<file path="config.mk">
export PLATFORM = sky130hd
export DESIGN_NAME = rv_fetch
export DESIGN_NICKNAME = d
export VERILOG_FILES = /design/src/rtl/rv_pkg.sv /design/src/rtl/rv_fetch_fifo.sv /design/src/rtl/rv_fetch.sv
export SDC_FILE = /design/constraint.sdc
export NUM_CORES = 1
export LEC_CHECK = 0
export ABC_AREA = 1
export CAP_MARGIN = 30
export CORE_ASPECT_RATIO = 1.5
export CORE_MARGIN = 2
export CORE_UTILIZATION = 57
export DETAILED_ROUTE_END_ITERATION = 6
export HOLD_SLACK_MARGIN = 0.15
export PLACE_DENSITY = 0.91
export SETUP_SLACK_MARGIN = 0.2
export SYNTH_ARGS = -nofsm -noshare
export SYNTH_HDL_FRONTEND = slang
export SYNTH_HIERARCHICAL = 1
export SYNTH_SLANG_ARGS = --single-unit
</file>
<file path="constraint.sdc">
create_clock -name clk -period 4.7 [get_ports clk]
set_input_delay 0.47 -clock clk [delete_from_list [all_inputs] [get_ports clk]]
set_output_delay 0.47 -clock clk [all_outputs]
set_load 0.02 [all_outputs]
</file>
<file path="src/rtl/rv_pkg.sv">
// Shared types and constants for the instruction fetch stage.
package rv_pkg;

  // Canonical NOP (addi x0, x0, 0) delivered in place of a faulting fetch.
  localparam logic [31:0] NOP_INSTR = 32'h0000_0013;

  // Width of the fetch-side occupancy counters; large enough for DEPTH up to 8.
  localparam int CNT_W = 4;

  typedef enum logic {
    FETCH_RUN,
    FETCH_HALT
  } fetch_state_e;

  typedef struct packed {
    logic [31:0] pc;
    logic [31:0] instr;
    logic        fault;
  } fetch_entry_t;

endpackage

</file>
<file path="src/rtl/rv_fetch_fifo.sv">
// Prefetch FIFO holding returned instruction words until the core takes them.
// A flush empties it outright and overrides any push or pop in the same cycle.
module fetch_fifo
  import rv_pkg::*;
#(
  parameter int DEPTH = 2
) (
  input  logic             clk,
  input  logic             rst,
  input  logic             flush,
  input  logic             push,
  input  fetch_entry_t     push_entry,
  input  logic             pop,
  output fetch_entry_t     head,
  output logic             empty,
  output logic [CNT_W-1:0] count
);

  localparam int               PTR_W    = (DEPTH > 1) ? $clog2(DEPTH) : 1;
  localparam logic [PTR_W-1:0] LAST_IDX = PTR_W'(DEPTH - 1);
  localparam logic [CNT_W-1:0] FULL_CNT = CNT_W'(DEPTH);

  fetch_entry_t     mem_q [DEPTH];
  fetch_entry_t     mem_d [DEPTH];
  logic [PTR_W-1:0] wr_ptr_q, wr_ptr_d;
  logic [PTR_W-1:0] rd_ptr_q, rd_ptr_d;
  logic [CNT_W-1:0] count_q, count_d;
  logic             do_push, do_pop;

  // Next-state for storage, pointers and count; a pop frees its slot for a same-cycle push.
  always_comb begin
    do_pop   = pop && (count_q != '0) && !flush;
    do_push  = push && !flush && ((count_q != FULL_CNT) || do_pop);
    mem_d    = mem_q;
    wr_ptr_d = wr_ptr_q;
    rd_ptr_d = rd_ptr_q;
    count_d  = count_q;
    if (flush) begin
      wr_ptr_d = '0;
      rd_ptr_d = '0;
      count_d  = '0;
    end else begin
      if (do_push) begin
        mem_d[wr_ptr_q] = push_entry;
        wr_ptr_d        = (wr_ptr_q == LAST_IDX) ? '0 : wr_ptr_q + 1'b1;
      end
      if (do_pop) begin
        rd_ptr_d = (rd_ptr_q == LAST_IDX) ? '0 : rd_ptr_q + 1'b1;
      end
      count_d = count_q + CNT_W'(do_push) - CNT_W'(do_pop);
    end
  end

  // Register FIFO state; reset leaves it empty with cleared storage.
  always_ff @(posedge clk) begin
    if (rst) begin
      wr_ptr_q <= '0;
      rd_ptr_q <= '0;
      count_q  <= '0;
      for (int i = 0; i < DEPTH; i++) mem_q[i] <= '0;
    end else begin
      wr_ptr_q <= wr_ptr_d;
      rd_ptr_q <= rd_ptr_d;
      count_q  <= count_d;
      mem_q    <= mem_d;
    end
  end

  // The upstream credit scheme must never push into a full FIFO without a pop.
  always_ff @(posedge clk) begin
    if (!rst) assert (!(push && !flush && (count_q == FULL_CNT) && !do_pop));
  end

  assign head  = mem_q[rd_ptr_q];
  assign empty = (count_q == '0);
  assign count = count_q;

endmodule

</file>
<file path="src/rtl/rv_fetch.sv">
// Instruction fetch stage: issues word reads on the instruction bus, buffers the
// in-order responses in a prefetch FIFO and restarts cleanly on core redirects.
module rv_fetch
  import rv_pkg::*;
#(
  parameter logic [31:0] RESET_PC = 32'h0000_0000,
  parameter int          DEPTH    = 2
) (
  input  logic        clk,
  input  logic        rst,
  output logic        bus_req,
  output logic [31:0] bus_addr,
  input  logic        bus_gnt,
  input  logic        bus_rvalid,
  input  logic [31:0] bus_rdata,
  input  logic        bus_err,
  output logic        if_valid,
  input  logic        if_ready,
  output logic [31:0] if_instr,
  output logic [31:0] if_pc,
  output logic        if_fault,
  input  logic        redirect_valid,
  input  logic [31:0] redirect_pc
);

  localparam int SUM_W = CNT_W + 2;

  fetch_state_e     state_q, state_d;
  logic [31:0]      fetch_pc_q, fetch_pc_d;
  logic [31:0]      resp_pc_q, resp_pc_d;
  logic [CNT_W-1:0] outstanding_q, outstanding_d;
  logic [CNT_W-1:0] drop_cnt_q, drop_cnt_d;

  logic [CNT_W-1:0] fifo_count;
  logic             fifo_empty;
  fetch_entry_t     fifo_head;
  fetch_entry_t     push_entry;
  logic             grant, accept, drop_resp, push, pop;
  logic [SUM_W-1:0] credit_used;
  logic [31:0]      redirect_addr;

  // Bus request and handshake decode; requests, late responses and buffered words share one credit pool.
  always_comb begin
    credit_used   = SUM_W'(outstanding_q) + SUM_W'(drop_cnt_q) + SUM_W'(fifo_count);
    bus_req       = !rst && (state_q == FETCH_RUN) && !redirect_valid &&
                    (credit_used < SUM_W'(DEPTH));
    bus_addr      = fetch_pc_q;
    grant         = bus_req && bus_gnt;
    drop_resp     = bus_rvalid && (drop_cnt_q != '0);
    accept        = bus_rvalid && (drop_cnt_q == '0);
    push          = accept && !redirect_valid;
    pop           = !fifo_empty && if_ready;
    redirect_addr = redirect_pc & 32'hFFFF_FFFC;
    push_entry.pc    = resp_pc_q;
    push_entry.instr = bus_err ? NOP_INSTR : bus_rdata;
    push_entry.fault = bus_err;
  end

  // Core-facing view of the FIFO head, forced to zero while nothing is buffered.
  always_comb begin
    if_valid = !fifo_empty;
    if_pc    = fifo_empty ? 32'h0 : fifo_head.pc;
    if_instr = fifo_empty ? 32'h0 : fifo_head.instr;
    if_fault = !fifo_empty && fifo_head.fault;
  end

  // Next-state for fetch/response PCs, counters and run/halt; a redirect overrides everything.
  always_comb begin
    state_d       = state_q;
    fetch_pc_d    = fetch_pc_q;
    resp_pc_d     = resp_pc_q;
    outstanding_d = outstanding_q;
    drop_cnt_d    = drop_cnt_q;
    if (redirect_valid) begin
      state_d       = FETCH_RUN;
      fetch_pc_d    = redirect_addr;
      resp_pc_d     = redirect_addr;
      outstanding_d = '0;
      drop_cnt_d    = drop_cnt_q + outstanding_q + CNT_W'(grant) - CNT_W'(bus_rvalid);
    end else begin
      if (grant) fetch_pc_d = fetch_pc_q + 32'd4;
      outstanding_d = outstanding_q + CNT_W'(grant) - CNT_W'(accept);
      if (drop_resp) drop_cnt_d = drop_cnt_q - 1'b1;
      if (accept) begin
        resp_pc_d = resp_pc_q + 32'd4;
        if (bus_err) state_d = FETCH_HALT;
      end
    end
  end

  // Register fetch state; reset restarts fetching at RESET_PC with nothing in flight.
  always_ff @(posedge clk) begin
    if (rst) begin
      state_q       <= FETCH_RUN;
      fetch_pc_q    <= RESET_PC;
      resp_pc_q     <= RESET_PC;
      outstanding_q <= '0;
      drop_cnt_q    <= '0;
    end else begin
      state_q       <= state_d;
      fetch_pc_q    <= fetch_pc_d;
      resp_pc_q     <= resp_pc_d;
      outstanding_q <= outstanding_d;
      drop_cnt_q    <= drop_cnt_d;
    end
  end

  // A response with nothing requested or pending-drop means the bus broke protocol.
  always_ff @(posedge clk) begin
    if (!rst && bus_rvalid) assert ((outstanding_q != '0) || (drop_cnt_q != '0));
  end

  fetch_fifo #(
    .DEPTH(DEPTH)
  ) u_fifo (
    .clk       (clk),
    .rst       (rst),
    .flush     (redirect_valid),
    .push      (push),
    .push_entry(push_entry),
    .pop       (pop),
    .head      (fifo_head),
    .empty     (fifo_empty),
    .count     (fifo_count)
  );

endmodule
</file>
Word-level counts from Yosys, hierarchy flattened:

Index checks and enable logic that the tools add are counted.

* add/sub/neg operators: 14
* magnitude comparators: 4
* equal/unequal tests: 1
* muxes and demuxes: 17
* bitwise gates (word level): 4
* reduce and logical (&&, ||, !) cells: 28

Operators with widths (number)
* 65-bit 2-to-1 mux: 4
* 32-bit 2-to-1 mux: 7
* 130-bit bitwise mux: 1
* 65-bit demux with 1-bit select: 1
* 32-bit by 3-bit adder with 32-bit output, second input constant: 2
* 1-bit logical AND: 14
* 4-bit by 1-bit adder with 4-bit output: 3
* 4-bit by 1-bit subtractor with 4-bit output: 3
* 4-bit zero test: 2
* 4-bit 2-to-1 mux: 2
* 4-bit nonzero test: 2
* 5-bit by 4-bit adder with 6-bit output: 1
* 6-bit by 2-bit less-than comparator with 1-bit output, second input constant: 1
* 2-bit nonzero test: 3
* 4-bit by 4-bit adder with 5-bit output: 1
* 4-bit adder: 1
* 2-bit greater-or-equal comparator, second input constant: 2
* 4-bit by 2-bit != test with 1-bit output, second input constant: 1
* 1-bit NOT with 2-bit output: 2
* 2-bit AND reduction: 2
* 4-bit by 1-bit subtractor with 4-bit output, second input constant: 1
* 1-bit zero test: 3
* 1-bit adder, second input constant: 2
* 2-bit by 1-bit less-than comparator with 1-bit output, second input constant: 1
* other kinds (4): 6

* register bits after elaboration: 209
* output and inout bits: 99

Depth between registers and ports, before layout:

Gate-level depths: netlist of the first run.

* depth after elaboration: 9
* gate-level depth with buffers: 20

By module:

Netlist of the first run, hierarchy kept.

By module, submodules not included
* fetch_fifo: times used 1, cells an instance 1241, area each 7505.9 µm², seq. area each 2722.6 µm²
* rv_fetch: times used 1, cells an instance 1073, area each 5975.7 µm², seq. area each 1381.3 µm²

Worst setup path after synthesis of the first run:

OpenSTA, ideal clock, no wires.

* kind: flip-flop to flip-flop
* start: reg outstanding_q[1]
* end: reg outstanding_q[2]
* setup time: 0.116 ns
* arrival: 3.183 ns
* data required time: 4.584 ns
* path slack: 1.401 ns
* cell stages (with the launch flop): 18
* buffers on the path: 2
* period minus slack after synthesis: 3.299 ns
* cell sequence: dfxtp_1 > inv_1 > fa_1 > inv_1 > ha_1 > inv_1 > fa_1 > nand2_1 > nor2_2 > nand3_2 > buf_6 > buf_6 > ha_1 > inv_1 > ha_1 > fa_1 > xnor2_1 > nor2_1

* word-level cells in the longest chain between the ends: 7

Ends and longest elaborated chain
* start, declared: line rv_fetch.sv:31 `logic [CNT_W-1:0] outstanding_q, outstanding_d;`
* start signal, assigned: line rv_fetch.sv:103 `outstanding_q <= outstanding_d;`
* 4-bit by 4-bit adder with 5-bit output: line rv_fetch.sv:44 `credit_used = SUM_W'(outstanding_q) + SUM_W'(drop_cnt_q) + SUM_W'(fifo_count);`
* 5-bit by 4-bit adder with 6-bit output: line rv_fetch.sv:44
* 6-bit by 2-bit less-than comparator with 1-bit output: line rv_fetch.sv:46 `(credit_used < SUM_W'(DEPTH));`
* 1-bit logical AND: line rv_fetch.sv:45 `bus_req = !rst && (state_q == FETCH_RUN) && !redirect_valid &&`
* 1-bit logical AND: line rv_fetch.sv:48 `grant = bus_req && bus_gnt;`
* 4-bit by 1-bit adder with 4-bit output (*): line rv_fetch.sv:82 `outstanding_d = outstanding_q + CNT_W'(grant) - CNT_W'(accept);`
* 4-bit by 1-bit subtractor with 4-bit output (*): line rv_fetch.sv:82

Mark *: on every way between the ends. The rest lies on a longest branch, timed or not.
A chain may end at the register's enable or synchronous reset.

Final worst setup path of the first run:

* start: reg outstanding_q[1]
* end: out bus_req

* word-level cells in the longest chain between the ends: 4

Ends and longest elaborated chain
* 4-bit by 4-bit adder with 5-bit output: line rv_fetch.sv:44
* 5-bit by 4-bit adder with 6-bit output: line rv_fetch.sv:44
* 6-bit by 2-bit less-than comparator with 1-bit output: line rv_fetch.sv:46
* 1-bit logical AND: line rv_fetch.sv:45
* end, declared: line rv_fetch.sv:11 `output logic bus_req,`

No other way between the ends.

==> results of run 1 <==
==> path summary, 6_finish.rpt <==
check                         from          endpoint  depth (start not counted)
hold reg to reg            state_q           state_q                          2
setup / recovery  outstanding_q[1]           bus_req                         11
hold / removal      redirect_valid   u_fifo/rd_ptr_q                          6
setup reg to reg  outstanding_q[1]  outstanding_q[2]                         16
==> kinds of logic after synthesis <==
logic type	after synthesis	share of synthesized area, %
compound gates	170	6.673
xor+xnor	23	1.494
simple gates	1227	38.29
other cells	1	0.02782
flops	205	30.44
buf+inv	657	19.75
fa+ha+maj	31	3.323
==> cells in the mapped netlist (all sizes together) <==
cell	n
clkbuf	55
conb	1
or2	7
xor2	14
a31oi	8
inv	535
nand2	644
nand4	135
nor2	353
a21o	2
o21bai	1
a21oi	60
fa	8
o21a	2
nor3	1
buf	67
nand3b	15
a21boi	2
xnor2	9
nand3	72
o21ai	94
o31ai	1
ha	23
dfxtp	205
==> routing by layer <==
layer | routed length (um) | GRT usage (%) | up-vias
li1 | - | - | 7066
met5 | 0 | 0 | -
met3 | 2438 | 3.105 | 128
met2 | 17990 | 52.05 | 577
met4 | 1665 | 15.05 | 0
met1 | 13640 | 31.97 | 6297
==> sequential cells by signal, indices dropped and copies added (netlist names), 4 cells and up <==
name	count
u_fifo/mem_q	130
bus_addr	30
drop_cnt_q	4
resp_pc_q	30
u_fifo/count	4
outstanding_q	4
==> per-stage QoR <==
step | instance area (um2) | std cells
2_1_floorplan | 13490 | 2317
3_3_place_gp | 15060 | 2692
3_5_place_dp | 15090 | 2693
4_1_cts | 15780 | 2731
5_1_grt | 15780 | 2731
6_report | 15780 | 2731
==> where the power goes <==
part           leakage [nW]  internal, mW  switching, mW
Clock                 0.338         0.989          0.718
Combinational          4.99         0.439          0.694
Sequential             1.67          1.86          0.103
Total                  7.00          3.29           1.51
==> area by class of cell <==
type | count | area [um2] | area share, %
clock buffer | 31 | 593.1 | 3.759
clock inverter | 7 | 92.59 | 0.5869
inverter | 535 | 2009 | 12.74
multi-input combinational | 1455 | 6756 | 42.83
sequential | 205 | 4109 | 26.04
tap | 315 | 394.1 | 2.498
timing repair buffer | 183 | 1822 | 11.55
==> worst max-delay path: stages (launching register included) <==
cell and delay, ps:
dfxtp_1 350, inv_1 130, fa_1 490, inv_1 70, ha_1 170, inv_1 60, fa_1 490, nand2_1 70
nor2_2 150, nand2_1 70, inv_1 50, clkdlybuf4s50_1 590
==> results.toml, run 1 <==
[run_status]
outcome = "finished with violations"
failed_checks = "DRC"

[sta]
timing.final.crit_share_pct = 77.81
timing.setup.tns_ps = 0
slew_headroom_pct = 37.76
report.final.slew_viol_count = 0
hold_ws_ps = 440.5
fin_crit_ps = 3657
worst_pin_slew_ps = 933.6
fmax_mhz = 273.4
clock_skew_ps = 11.79
hold_viol = 0
finalWorstSetupSlack_ps = 1043
rsz0062_at_grt = "no"
setup_violations = 0

[synthesis]
synthesis.area_mm2 = 0.01348
yosysSeqAreaShare_pct = 30.44
yosys_warnings = 6
netlist_instances = 2314
ys_ff_latch = 205
ys_top_cells_by_area = "dfxtp_1 (30%), nand2_1 (18%), inv_1 (15%)"
yosys.area.top_type = "dfxtp_1"
syn_avg_cell_area_um2 = 5.826
synth.distinct_cells = 37
synth_top_area_share_pct = 30.44

[floorplanning]
die-height_um = 192.4
core-area_mm2 = 0.02314
die_w_um = 129.6
rows = 68
dieArea_mm2 = 0.02492
initial_core_util_pct = 58.26
ioPinCount = 170

[cts]
cts.root.buffer_cell = "clkbuf_16"
clockBufferDepth = 3
cts_tree = "yes"
htree_levels = 1
clkTransAtPathRegs_ps = 60
cts.repair.resized = 0
postCtsSetupBuffers = 0
insertion_delay_ps = 510
cts_hold_buffers = 0
clock-sinks = 205
cts_buffers = 21

[layout]
fillers = 1993
final_cell_mix = "nand2_1 (643), inv_1 (532), nor2_1 (345), dfxtp_1 (203), clkdlybuf4s50_1 (163)"
utilization_pct = 68.17
areaGrowthSynthToFinish_pct = 17.02
diodes = 0
final_common_cell = "nand2_1"
fin_nets = 2503
drive_gt1_share_pct = 3.394

[worst_setup_path]
worstSetupEndpointType = "output port"
worstPathArrival_ps = 3190
start_kind = "register"
crit_fanout = 4
critical_path_class = "reg -> out"
r2r_slack_ps = 1080
critical_path_required_ps = 4230

[detailed_routing]
drc = 4
antenna_left = 0
vias_per_cell = 5.151
wl_um = 35730
drt_first_pass_iters = 7
drt_iter0_drc = 1182
wl_per_cell_um = 13.08
num_vias = 14068

[place]
gp_congestion = 0.9333
io_buffer_count = 165
dpl_worst_slack_ps = 1121
hpwl_um = 23450

[global_route]
grt_pass1_vias = 13496
grt_antenna_before_repair = 0
grt_use_total_pct = 28.46
grt_pass1_wl_um = 59380
grt_remaining_overflow = 0
grt_max_degree = 132

[power]
p_total_mw = 4.802
irDropWorstVdd_mv = 0.2370
power.density_mw_per_mm2 = 304.4
p_leak_nw = 6.998

[job]
max-cap-violations = 0

[min_path]
hold_path_class = "in -> reg"
Note: power is estimated with default switching activity, not from simulation.
==> inputs of run 2 (changes only) <==
Settings changed: CORE_UTILIZATION 57 to 51, PLACE_DENSITY 0.91 to 0.86.
Clock period 4.7 ns to 3.2 ns, I/O delays scaled along.
==> run 2 against run 1 <==
Compared with the run above:
- count of clock-buffer cells in the layout shrank 3
- cell area is 2.0% higher
- the run now ends clean
- sequential cell count unchanged
- sequential power increased by 47%
- non-clock buffer count up 14
- combinational power grew 62%
- clock power increased by 49%
==> results.toml, run 2 (synthesis results as in run 1) <==
[run_status]
outcome = "complete, no violations"

[cts]
htree_levels = 1
cts_tree = "yes"
insertion_delay_ps = 500
cts.root.buffer_cell = "clkbuf_16"
clock-sinks = 205
cts_hold_buffers = 0
clkTransAtPathRegs_ps = 70
cts_buffers = 21
clockBufferDepth = 3

[global_route]
grt_use_total_pct = 26.03
grt.busiest_layer = "met2"
use_met1_pct = 30.49
grt_max_degree = 133
grt_antenna_before_repair = 0
grt_pass1_wl_um = 60550
grt_use_met2_pct = 47.68
global_route.usage.met3_pct = 2.386
grt_pass1_vias = 13376
grt_remaining_overflow = 0

[floorplanning]
dieArea_mm2 = 0.02778
ioPinCount = 170
die-height_um = 203.1
die_w_um = 136.8
rows = 72
initial_core_util_pct = 52.14
core-area_mm2 = 0.02585

[worst_setup_path]
reg2reg_from = "drop_cnt_q[1]"
endpoint = "drop_cnt_q[1]"
start_kind = "register"
r2r_slack_ps = 100
critical_path_class = "reg -> reg"
crit_fanout = 3
critical_path_required_ps = 3610
r2r_end = "drop_cnt_q[1]"
worstSetupEndpointType = "register"
worstPathArrival_ps = 3510
startpoint = "drop_cnt_q[1]"
ff2ff_path_depth = 14

[sta]
timing.setup.tns_ps = 0
hold_viol = 0
fmax_mhz = 322.8
worst_pin_slew_ps = 843.4
clock_skew_ps = 18.42
report.final.slew_viol_count = 0
finalWorstSetupSlack_ps = 101.8
fin_crit_ps = 3098
rsz0062_at_grt = "yes"
slew_headroom_pct = 43.77
setup_violations = 0
timing.final.crit_share_pct = 96.82

[min_path]
hold_path_class = "in -> reg"

[layout]
fin_nets = 2517
regMostFlops = "u_fifo/mem_q"
diodes = 0
areaGrowthSynthToFinish_pct = 19.36
final_common_cell = "nand2_1"
drive_gt1_share_pct = 5.231
largest_reg_flops = 130
utilization_pct = 62.24
final_cell_mix = "nand2_1 (640), inv_1 (524), nor2_1 (345), dfxtp_1 (200), clkdlybuf4s50_1 (162)"

[detailed_routing]
vias_per_cell = 5.045
num_vias = 13929
drt_first_pass_iters = 6
wl_per_cell_um = 13.31
antenna_left = 0
drt_iter0_drc = 955
wl_um = 36750
drc = 0

[place]
io_buffer_count = 165
gp_congestion = 0.9511
dpl_worst_slack_ps = 23.59
hpwl_um = 24570

[power]
irDropWorstVdd_mv = 0.2828
p_leak_nw = 7.103
p_total_mw = 7.262
power.density_mw_per_mm2 = 451.3

[job]
max-cap-violations = 0
## run 2: cell types whose count changed in the layout (fill, tap and decap cells not counted), sizes merged
| cell | change |
|---|---|
| clkinv | +2 |
| clkbuf | -2 |
| inv | -2 |
| bufinv | +1 |
| clkdlybuf4s50 | -1 |
| buf | +14 |
## run 2: power by group
group	total [mW]	internal (mW)	leakage [nW]	switching, mW
sequential	2.89	2.73	1.67	0.155
combinational	1.83	0.731	5.08	1.10
clock	2.55	1.54	0.353	1.01
total	7.26	5.00	7.10	2.26
## run 2: cell type report
| cell class | instances | area [um2] |
|---|---|---|
| timing repair buffer | 197 | 1968 |
| clock inverter | 8 | 115.1 |
| sequential | 205 | 4115 |
| fill | 2390 | 9763 |
| inverter | 535 | 2017 |
| multi-input combinational | 1455 | 6868 |
| clock buffer | 28 | 591.8 |
| tap | 333 | 416.7 |
## run 2: routing by layer
metal / vias to the layer above / wire (um)
met5: - / 0
met3: 93 / 2020
met1: 6266 / 14860
met4: 0 / 1358
li1: 7105 / -
met2: 465 / 18520
## run 2: worst min path at each step
stage	cells after the start	to	startpoint	slack, ps
detailed placement	2	state_q	state_q	470
global placement	2	state_q	state_q	460
floorplan	2	state_q	state_q	430
global route	4	outstanding_q[3]	rst	210
finish	4	outstanding_q[3]	rst	190
CTS	4	outstanding_q[3]	rst	180
## run 2: stage by stage
step / instances / instance area [um2] / hold WS (ps)
after global routing: 2761 / 16090 / 207.5
after floorplan: 2317 / 13540 / 430.4
after CTS: 2756 / 15990 / 177.2
after global placement: 2718 / 15240 / 459.3
final: 2761 / 16090 / 185.2
after detailed placement: 2718 / 15240 / 471.3
## run 2: critical path: stages (launching register included)
cell and delay [ps]:
dfxtp_2 340, inv_2 50, fa_1 550, inv_2 50, ha_4 150, inv_2 50
fa_2 420, nand2_2 90, nor2_4 40, nand3_4 100, inv_4 50, fa_2 380
fa_2 540, a21oi_2 50, a21oi_1 160
## run 2: repair_timing
action	CTS	global route
gates cloned	0	0
setup endpoints to repair	7	32
buffers inserted	2	5
gates resized for setup	7	20
hold endpoints to repair	0	0
pin swaps	13	8
==> inputs of run 3 (changes only) <==
Settings changed: CORE_UTILIZATION 51 to 50, PLACE_DENSITY 0.86 to 0.85.
==> run 3 against run 2 <==
Compared with the run above:
- clock power about the same
- register-to-register slack worse by 80 ps
- non-clock buffer count rose by 7
- via count rose by 0.52%
- hold slack better by 31 ps
- sequential share of layout area is 0.17 points lower
- core utilization fell by 1.1 points
- count of clock-buffer cells in the layout is 5 higher
- die area up 2.0%
- cell area increased by 0.68%
- worst setup slack got worse by 83 ps
- first-iteration DRC count down 9.6%
- critical path type unchanged
- critical endpoint is now outstanding_q[3]
- largest power group unchanged
==> results.toml, run 3 (synthesis results as in run 1) <==
[power]
p_leak_nw = 7.152
irDropWorstVdd_mv = 0.3652
p_total_mw = 7.353
power.density_mw_per_mm2 = 453.9

[detailed_routing]
vias_per_cell = 5.049
drt_iter0_drc = 863
antenna_left = 0
drc = 0
drt_first_pass_iters = 5
wl_um = 37500
wl_per_cell_um = 13.52
num_vias = 14002

[worst_setup_path]
worstSetupEndpointType = "register"
critical_path_class = "reg -> reg"
r2r_slack_ps = 20
crit_fanout = 3
worstPathArrival_ps = 3600
start_kind = "register"
critical_path_required_ps = 3620

[layout]
drive_gt1_share_pct = 5.583
diodes = 0
largest_reg_flops = 130
regMostFlops = "u_fifo/mem_q"
final_cell_mix = "nand2_1 (638), inv_1 (525), nor2_1 (345), dfxtp_1 (200), clkdlybuf4s50_1 (162)"
final_common_cell = "nand2_1"
final_area_mm2 = 0.01620
areaGrowthSynthToFinish_pct = 20.17
fin_nets = 2524

[place]
gp_congestion = 0.9513
io_buffer_count = 165
placed_area_mm2 = 0.01525
hpwl_um = 25140
dpl_worst_slack_ps = 45.36

[min_path]
hold_path_class = "in -> reg"

[global_route]
grt_pass1_wl_um = 61020
grt_antenna_before_repair = 0
grt_use_total_pct = 25.36
grt_pass1_vias = 13316
grt_max_degree = 100
grt_remaining_overflow = 0

[cts]
cts_buffers = 21
clock-sinks = 205
cts_tree = "yes"
htree_levels = 1
cts.root.buffer_cell = "clkbuf_16"
insertion_delay_ps = 500
clkTransAtPathRegs_ps = 60
clockBufferDepth = 3

[floorplanning]
ioPinCount = 170
initial_core_util_pct = 50.90
core-area_mm2 = 0.02649
die_w_um = 138.1
die-height_um = 205.1
dieArea_mm2 = 0.02832
rows = 73

[sta]
report.final.slew_viol_count = 0
slew_headroom_pct = 54.84
clock_skew_ps = 11.05
finalWorstSetupSlack_ps = 19.14
timing.final.crit_share_pct = 99.40
rsz0062_at_grt = "yes"
setup_violations = 0
fin_crit_ps = 3181
worst_pin_slew_ps = 677.4
fmax_mhz = 314.4
hold_ws_ps = 215.9
hold_viol = 0

[job]
max-cap-violations = 0

[run_status]
outcome = "complete, no violations"
==> run 3: per-stage QoR <==
step                util [%]  TNS, ps  cells
floorplan                  -   -16.62   2317
global placement       57.59        0   2725
detailed placement     57.59        0   2725
CTS                    60.33        0   2763
global route           61.16   -200.4   2773
finish                 61.16        0   2773
==> run 3: report_power, final <==
part | leakage (nW) | switching, mW | internal (mW) | total, mW
Clock | 0.354 | 1.05 | 1.52 | 2.57
Sequential | 1.67 | 0.162 | 2.73 | 2.89
Combinational | 5.13 | 1.12 | 0.771 | 1.89
Total | 7.15 | 2.33 | 5.02 | 7.35
==> run 3: timing repair <==
action                                  in CTS  in global routing
endpoints found under the setup margin       7                 28
gates cloned                                 0                  2
buffers inserted                             1                  8
gates resized for setup                      1                 34
pin swaps                                    1                 17
hold buffers                                 0                  0
==> run 3: final timing paths <==
path,from,end,cells past startpoint
setup / recovery,outstanding_q[1],outstanding_q[3],17
hold / removal,rst,bus_addr[9],4
setup reg to reg,outstanding_q[1],outstanding_q[3],17
hold reg to reg,u_fifo/mem_q[22],u_fifo/mem_q[22],4
==> run 3: area by class of cell <==
class | count | area, um2
flip-flops and latches | 205 | 4115
multi-input cells | 1455 | 6873
repair buffers | 204 | 2053
fillers | 2474 | 10290
clock buffers | 33 | 671.9
inverters | 535 | 2018
clock inverters | 4 | 47.55
well taps | 337 | 421.7
==> run 3: metal layers <==
metal / vias up / GRT usage, % / part of all wire, %
met2: 449 / 47.51 / 51
met5: - / 0 / 0
met1: 6332 / 28.66 / 39
met3: 115 / 2.525 / 5.0
li1: 7106 / - / -
met4: 0 / 12.35 / 4.6
==> run 3: critical path: stages (launching register included) <==
cell	delay, ps
dfxtp_2	360
inv_4	50
fa_1	440
inv_1	70
ha_2	180
inv_2	40
fa_2	520
nand2_2	60
nor2_4	140
nand3_4	120
ha_4	280
inv_2	30
ha_4	150
buf_4	130
a21o_1	160
a21oi_2	140
o21ai_1	90
a21oi_1	130
